### config.mk
export PLATFORM = sky130hd
export DESIGN_NAME = fetch_stage
export DESIGN_NICKNAME = d
export VERILOG_FILES = /design/src/rtl/fetch_stage.sv
export SDC_FILE = /design/constraint.sdc
export NUM_CORES = 1
export LEC_CHECK = 0
export CELL_PAD_IN_SITES_DETAIL_PLACEMENT = 1
export CELL_PAD_IN_SITES_GLOBAL_PLACEMENT = 2
export CORE_ASPECT_RATIO = 1.5
export CORE_MARGIN = 5
export CORE_UTILIZATION = 33
export DETAILED_ROUTE_END_ITERATION = 12
export GPL_TIMING_DRIVEN = 0
export HOLD_SLACK_MARGIN = 0.03
export PLACE_DENSITY_LB_ADDON = 0.1
export SLEW_MARGIN = 5
export SYNTH_ARGS = -nofsm -noshare
export SYNTH_HDL_FRONTEND = slang
export SYNTH_SLANG_ARGS = --single-unit
### constraint.sdc
create_clock -name clk -period 3.86 [get_ports clk]
set_input_delay 0.386 -clock clk [delete_from_list [all_inputs] [get_ports clk]]
set_output_delay 0.386 -clock clk [all_outputs]
set_load 0.01 [all_outputs]
### src/rtl/fetch_stage.sv
// Instruction-fetch front end: PC, 1-cycle imem read, small fetch buffer toward decode.
// Optional build macro FETCH_PERF_CNT_EN adds perf_fetched / perf_stall counters.
module fetch_stage #(
  parameter int              AW       = 32,
  parameter logic [AW-1:0]   RESET_PC = '0,
  parameter int              DEPTH    = 2
) (
  input  logic          clk,
  input  logic          rst,
  output logic          imem_req,
  output logic [AW-1:0] imem_addr,
  input  logic [31:0]   imem_rdata,
  input  logic          redirect_valid,
  input  logic [AW-1:0] redirect_pc,
  output logic          out_valid,
  input  logic          out_ready,
  output logic [AW-1:0] out_pc,
  output logic [31:0]   out_instr
`ifdef FETCH_PERF_CNT_EN
  ,
  output logic [31:0]   perf_fetched,
  output logic [31:0]   perf_stall
`endif
);

  // state | meaning
  // RUN   | normal fetch; responses from the current epoch enter the buffer
  // FLUSH | cycle after a redirect; any returning response is stale and dropped

  localparam int PW = $clog2(DEPTH);
  localparam int CW = $clog2(DEPTH + 1);
  localparam logic [CW:0] DEPTH_OCC = (CW + 1)'(DEPTH);

  typedef enum logic {RUN, FLUSH} state_t;

  state_t          state;
  logic [AW-1:0]   pc;
  logic [AW-1:0]   resp_pc;
  logic            inflight;
  logic            epoch;
  logic            resp_epoch;
  logic [PW-1:0]   rd_ptr;
  logic [PW-1:0]   wr_ptr;
  logic [CW-1:0]   count;
  logic [AW+31:0]  mem [DEPTH];

  logic            pop;
  logic            push;
  logic [CW:0]     occ;
  logic            head_load;
  logic [AW+31:0]  head_next;

  assign out_valid = (count != '0) & ~redirect_valid;
  assign pop       = out_valid & out_ready;
  assign push      = inflight & ~redirect_valid & (resp_epoch == epoch) & (state == RUN);

  // The entry decode takes this cycle counts as free space, so DEPTH=2 still streams 1/cycle.
  assign occ       = {1'b0, count} + {{CW{1'b0}}, inflight} - {{CW{1'b0}}, pop};
  assign imem_req  = rst & ~redirect_valid & (occ < DEPTH_OCC);
  assign imem_addr = pc;

  always_comb begin
    head_load = 1'b0;
    head_next = mem[rd_ptr];
    if (!redirect_valid) begin
      if (pop) head_next = mem[rd_ptr + PW'(1)];
      if (count == '0 || (count == CW'(1) && pop)) begin
        head_next = {resp_pc, imem_rdata};
        head_load = push;
      end else begin
        head_load = pop;
      end
    end
  end

  always_ff @(posedge clk) begin
    if (push) mem[wr_ptr] <= {resp_pc, imem_rdata};
  end

  always_ff @(posedge clk or negedge rst) begin
    if (!rst) begin
      state      <= RUN;
      pc         <= RESET_PC;
      resp_pc    <= '0;
      inflight   <= 1'b0;
      epoch      <= 1'b0;
      resp_epoch <= 1'b0;
      rd_ptr     <= '0;
      wr_ptr     <= '0;
      count      <= '0;
      out_pc     <= '0;
      out_instr  <= 32'h0000_0013;
    end else begin
      inflight <= imem_req;
      if (imem_req) begin
        pc         <= pc + AW'(4);
        resp_pc    <= pc;
        resp_epoch <= epoch;
      end
      if (redirect_valid) begin
        state  <= FLUSH;
        pc     <= {redirect_pc[AW-1:2], 2'b00};
        epoch  <= ~epoch;
        rd_ptr <= '0;
        wr_ptr <= '0;
        count  <= '0;
      end else begin
        state <= RUN;
        if (push) wr_ptr <= wr_ptr + PW'(1);
        if (pop)  rd_ptr <= rd_ptr + PW'(1);
        case ({push, pop})
          2'b10:   count <= count + CW'(1);
          2'b01:   count <= count - CW'(1);
          default: count <= count;
        endcase
      end
      if (head_load) {out_pc, out_instr} <= head_next;
    end
  end

`ifdef FETCH_PERF_CNT_EN
  always_ff @(posedge clk or negedge rst) begin
    if (!rst) begin
      perf_fetched <= '0;
      perf_stall   <= '0;
    end else begin
      if (pop) perf_fetched <= perf_fetched + 32'd1;
      if (out_valid && !out_ready) perf_stall <= perf_stall + 32'd1;
    end
  end
`endif

endmodule

==> run_results.csv <==
group,metric,value,unit
setup_path,rr_startpoint,"count[0]",
grt,track_usage,16.95,%
clock_network,cts_made_buffers,26,
cells_and_area,diodes,0,
timing,max_clock_freq,271.9,MHz
status,run_status,"complete, no violations",
setup_path,timing.reg2reg.setup_slack,0.20,ns
cells_and_area,layoutNonFillerInstCount,1390,
drt,routed_via_density,5.042,
setup_path,required,3.47,ns
power_and_ir_drop,vdd_ir_drop_max,0.2871,mV
drt,number_of_violations_reported_at_the_end_of_detailed_routing_iteration_0,364,
setup_path,r2r_end,"imem_addr[26]",
grt,number_of_antenna_violations_at_the_first_check_in_global_routing,0,
power_and_ir_drop,total_leakage_power,0.004939,uW
cells_and_area,drive_above_1_share,16.04,%
timing,timing.final.max_slew_violations,0,
timing,layout_worst_path_cycle_share,95.30,%
drt,wl_per_cell,21.27,um
die,fp.dieW,154.0,um
place,dpl.hpwl,19550,um
clock_network,clock-sinks,254,
drt,drc_errors,0,
grt,grt_start_max_net_pins,97,
logic_synthesis,post_synth_num_cell_types,46,
logic_synthesis,synth-main-ff-cell,"dfrtp_1",
flow_run,max_cap_violations,0,
clock_network,cts.root.buffer_cell,"clkbuf_16",
clock_network,htree_num_levels,1,
logic_synthesis,synth_top_area_cell,"edfxtp_1",
place,globalplace.congestion,0.7352,
grt,first_pass_grt_wire_length,46490,um
logic_synthesis,postSynthRegisterBits,254,
die,floorplan.initialDensity,33.19,%
power_and_ir_drop,power_density,721.7,nW/um2
drt,sum_of_routed_wire_length_over_all_layers,29570,um
timing,slew_headroom,26.02,%
timing,finalCriticalPeriod,3.678,ns
die,fp.dieH,226.1,um
logic_synthesis,synthDominantCellAreaShare,36.26,%
setup_path,cp-end-kind,"output port",
cells_and_area,final_area,13490,um2
cells_and_area,layout-area-overhead-vs-synth,31.36,%
timing,hold-worst-slack,0.3066,ns
clock_network,tritoncts,"yes",
setup_path,class_of_the_most_critical_setup_path,"reg -> out",
setup_path,worst_r2r_path_depth,12,
drt,antenna_left,0,
logic_synthesis,ys_seq_area_share,67.97,%
grt,grt_overflow_total,0,
logic_synthesis,async_reset_ff_share,51.18,%
logic_synthesis,synthesis.instances,765,
logic_synthesis,syn_area,10270,um2
timing,timing.clock.skew,0.009837,ns
power_and_ir_drop,final_total_pwr,9736,uW
setup_path,critPathArrivalTime,3.29,ns
die,rows,79,
grt,vias_in_the_first_global_route,7677,
logic_synthesis,synth_edf_count,124,
min_path,min_path_type,"in -> async",
cells_and_area,num-nets-final,1037,
die,ioPinCount,166,
die,floorplan.die_area,34820,um2
place,placed_area,12520,um2
place,io_buf_count,159,
clock_network,ctsLongestPathBuffers,3,
drt,first_pass_iters,4,
timing,hold_viol_final,0,
setup_path,worst-path-max-fanout,6,
drt,vias,7008,
clock_network,clkTransAtPathRegs,0.06,ns
timing,setup-violations-final,0,
setup_path,cp-start-kind,"flip-flop",
place,place_inst,1337,
logic_synthesis,netlist_top_cells_area,"edfxtp_1 (36%), dfrtp_1 (31%), nand2_1 (5.9%), o221a_1 (4.6%), nand3_1 (3.7%)",
die,coreArea,30940,um2
cells_and_area,final_util,43.60,%
logic_synthesis,post_synth.cell_area_avg,13.42,um2
cells_and_area,filler_cell_count,3217,
timing,worst_max_slew_pin_slew,1.102,ns
logic_synthesis,yosysWarnings,0,
timing,grt_setup_unrepaired,"false",
clock_network,source_to_sink_clock_delay_at_the_later_pin_of_the_worst_skew_pair,0.53,ns
-- cell usage after synthesis, drive strengths merged, types with 2 or more instances --
library cell,instances
buf,30
ha,3
nor2,15
xor2,22
o21ai,29
xnor2,11
and3,7
dfrtp,127
nor4,7
nor3,2
edfxtp,124
and4,2
or3,3
a211oi,2
nand3,77
o221a,63
clkbuf,16
nand2,162
mux2,33
dfstp,3
a31oi,3
inv,2
nand4,10
mux2i,2
-- power breakdown --
group,internal (uW),switching [uW],total [uW]
combinational,1630,1510,3130
clock,1510,1060,2570
sequential,3550,481,4030
total,6690,3050,9740
-- layout make-up --
class	count	area, um2	share of cell area [%]
clock inverter	12	113.9	0.8440
clock buffer	36	759.5	5.630
sequential	254	6982	51.75
buffer	46	266.5	1.976
multi-input combinational	465	3085	22.87
inverter	3	11.26	0.08347
tap	405	506.7	3.756
timing repair buffer	169	1765	13.09
-- worst max-delay path, cell delays in order, from the launching register on --
cell	delay [ns]
dfrtp_1	0.35
inv_1	0.07
ha_2	0.22
or3b_1	0.35
buf_4	0.18
nor2_4	0.12
o21ai_1	0.11
fa_1	0.41
xor2_2	0.46
nor3_4	0.06
buf_6	0.15
dlygate4sd2_1	0.28
-- state kept, by name (all words and copies together) (netlist names) --
register	cells
count	2
epoch	1
imem_addr	30
inflight	1
mem	124
out_instr	32
out_pc	30
rd_ptr	1
resp_epoch	1
resp_pc	30
state	1
wr_ptr	1
-- per-layer routing --
metal | track usage (%) | share of wire [%] | vias to the layer above
met5 | 0 | 0 | -
met4 | 4.190 | 1.6 | 0
met3 | 2.742 | 4.3 | 34
met2 | 30.23 | 51 | 154
met1 | 21.51 | 43 | 3604
li1 | - | - | 3216
-- repair_timing --
action / 4_1_cts / 5_1_grt
endpoints found under the setup margin: 34 / 7
gates resized for setup: 12 / 3
hold endpoints to repair: 35 / 0
pin swaps: 1 / 1
buffers inserted: 4 / 0
hold buffers: 1 / 0
-- cell usage in the layout, fill, tap and decap left out, drive strengths merged, types with 2 or more instances in the layout --
| master | count |
|---|---|
| buf | 40 |
| mux2 | 33 |
| and3 | 7 |
| bufinv | 2 |
| o21ai | 29 |
| conb | 4 |
| a31oi | 3 |
| nand2 | 162 |
| nor4 | 7 |
| clkinv | 9 |
| nor2 | 15 |
| a211oi | 2 |
| inv | 3 |
| xor2 | 22 |
| clkdlybuf4s50 | 157 |
| clkbuf | 52 |
| and4 | 2 |
| or3 | 3 |
| nand3 | 77 |
| edfxtp | 124 |
| ha | 3 |
| mux2i | 2 |
| xnor2 | 11 |
| nand4 | 10 |
| dfrtp | 127 |
| o221a | 63 |
| dfstp | 3 |
| nor3 | 2 |
-- kinds of logic after synthesis --
family / after synthesis / synth area share (%)
AOI/OAI and AO/OA: 99 / 8.772
xor gates and xnor gates: 33 / 3.143
adders and majority gates: 4 / 0.5605
buffers and inverters: 49 / 2.631
DFF: 254 / 67.97
muxes: 35 / 3.813
other: 1 / 0.03651
and+or+nand+nor: 290 / 13.07
-- per-stage QoR --
step | worst slack (ns) | setup TNS [ns]
after CTS | 0.06830 | 0
after global routing | 0.01549 | 0
after detailed placement | -1.241 | -29.52
after floorplan | 0.4851 | 0
after global placement | -5.830 | -960.26
final | 0.1815 | 0
-- worst max path at each step --
| stage | start | to | slack (ns) | depth (start not counted) |
|---|---|---|---|---|
| 2_1_floorplan | count[1] | imem_addr[26] | 0.49 | 12 |
| 3_3_place_gp | rst | imem_addr[31] | -5.83 | 6 |
| 3_5_place_dp | redirect_valid | imem_addr[31] | -1.24 | 12 |
| 4_1_cts | count[0] | imem_addr[31] | 0.07 | 12 |
| 5_1_grt | count[0] | imem_addr[26] | 0.02 | 12 |
| 6_report | count[0] | imem_req | 0.18 | 11 |
(Power assumes the default switching activity.)
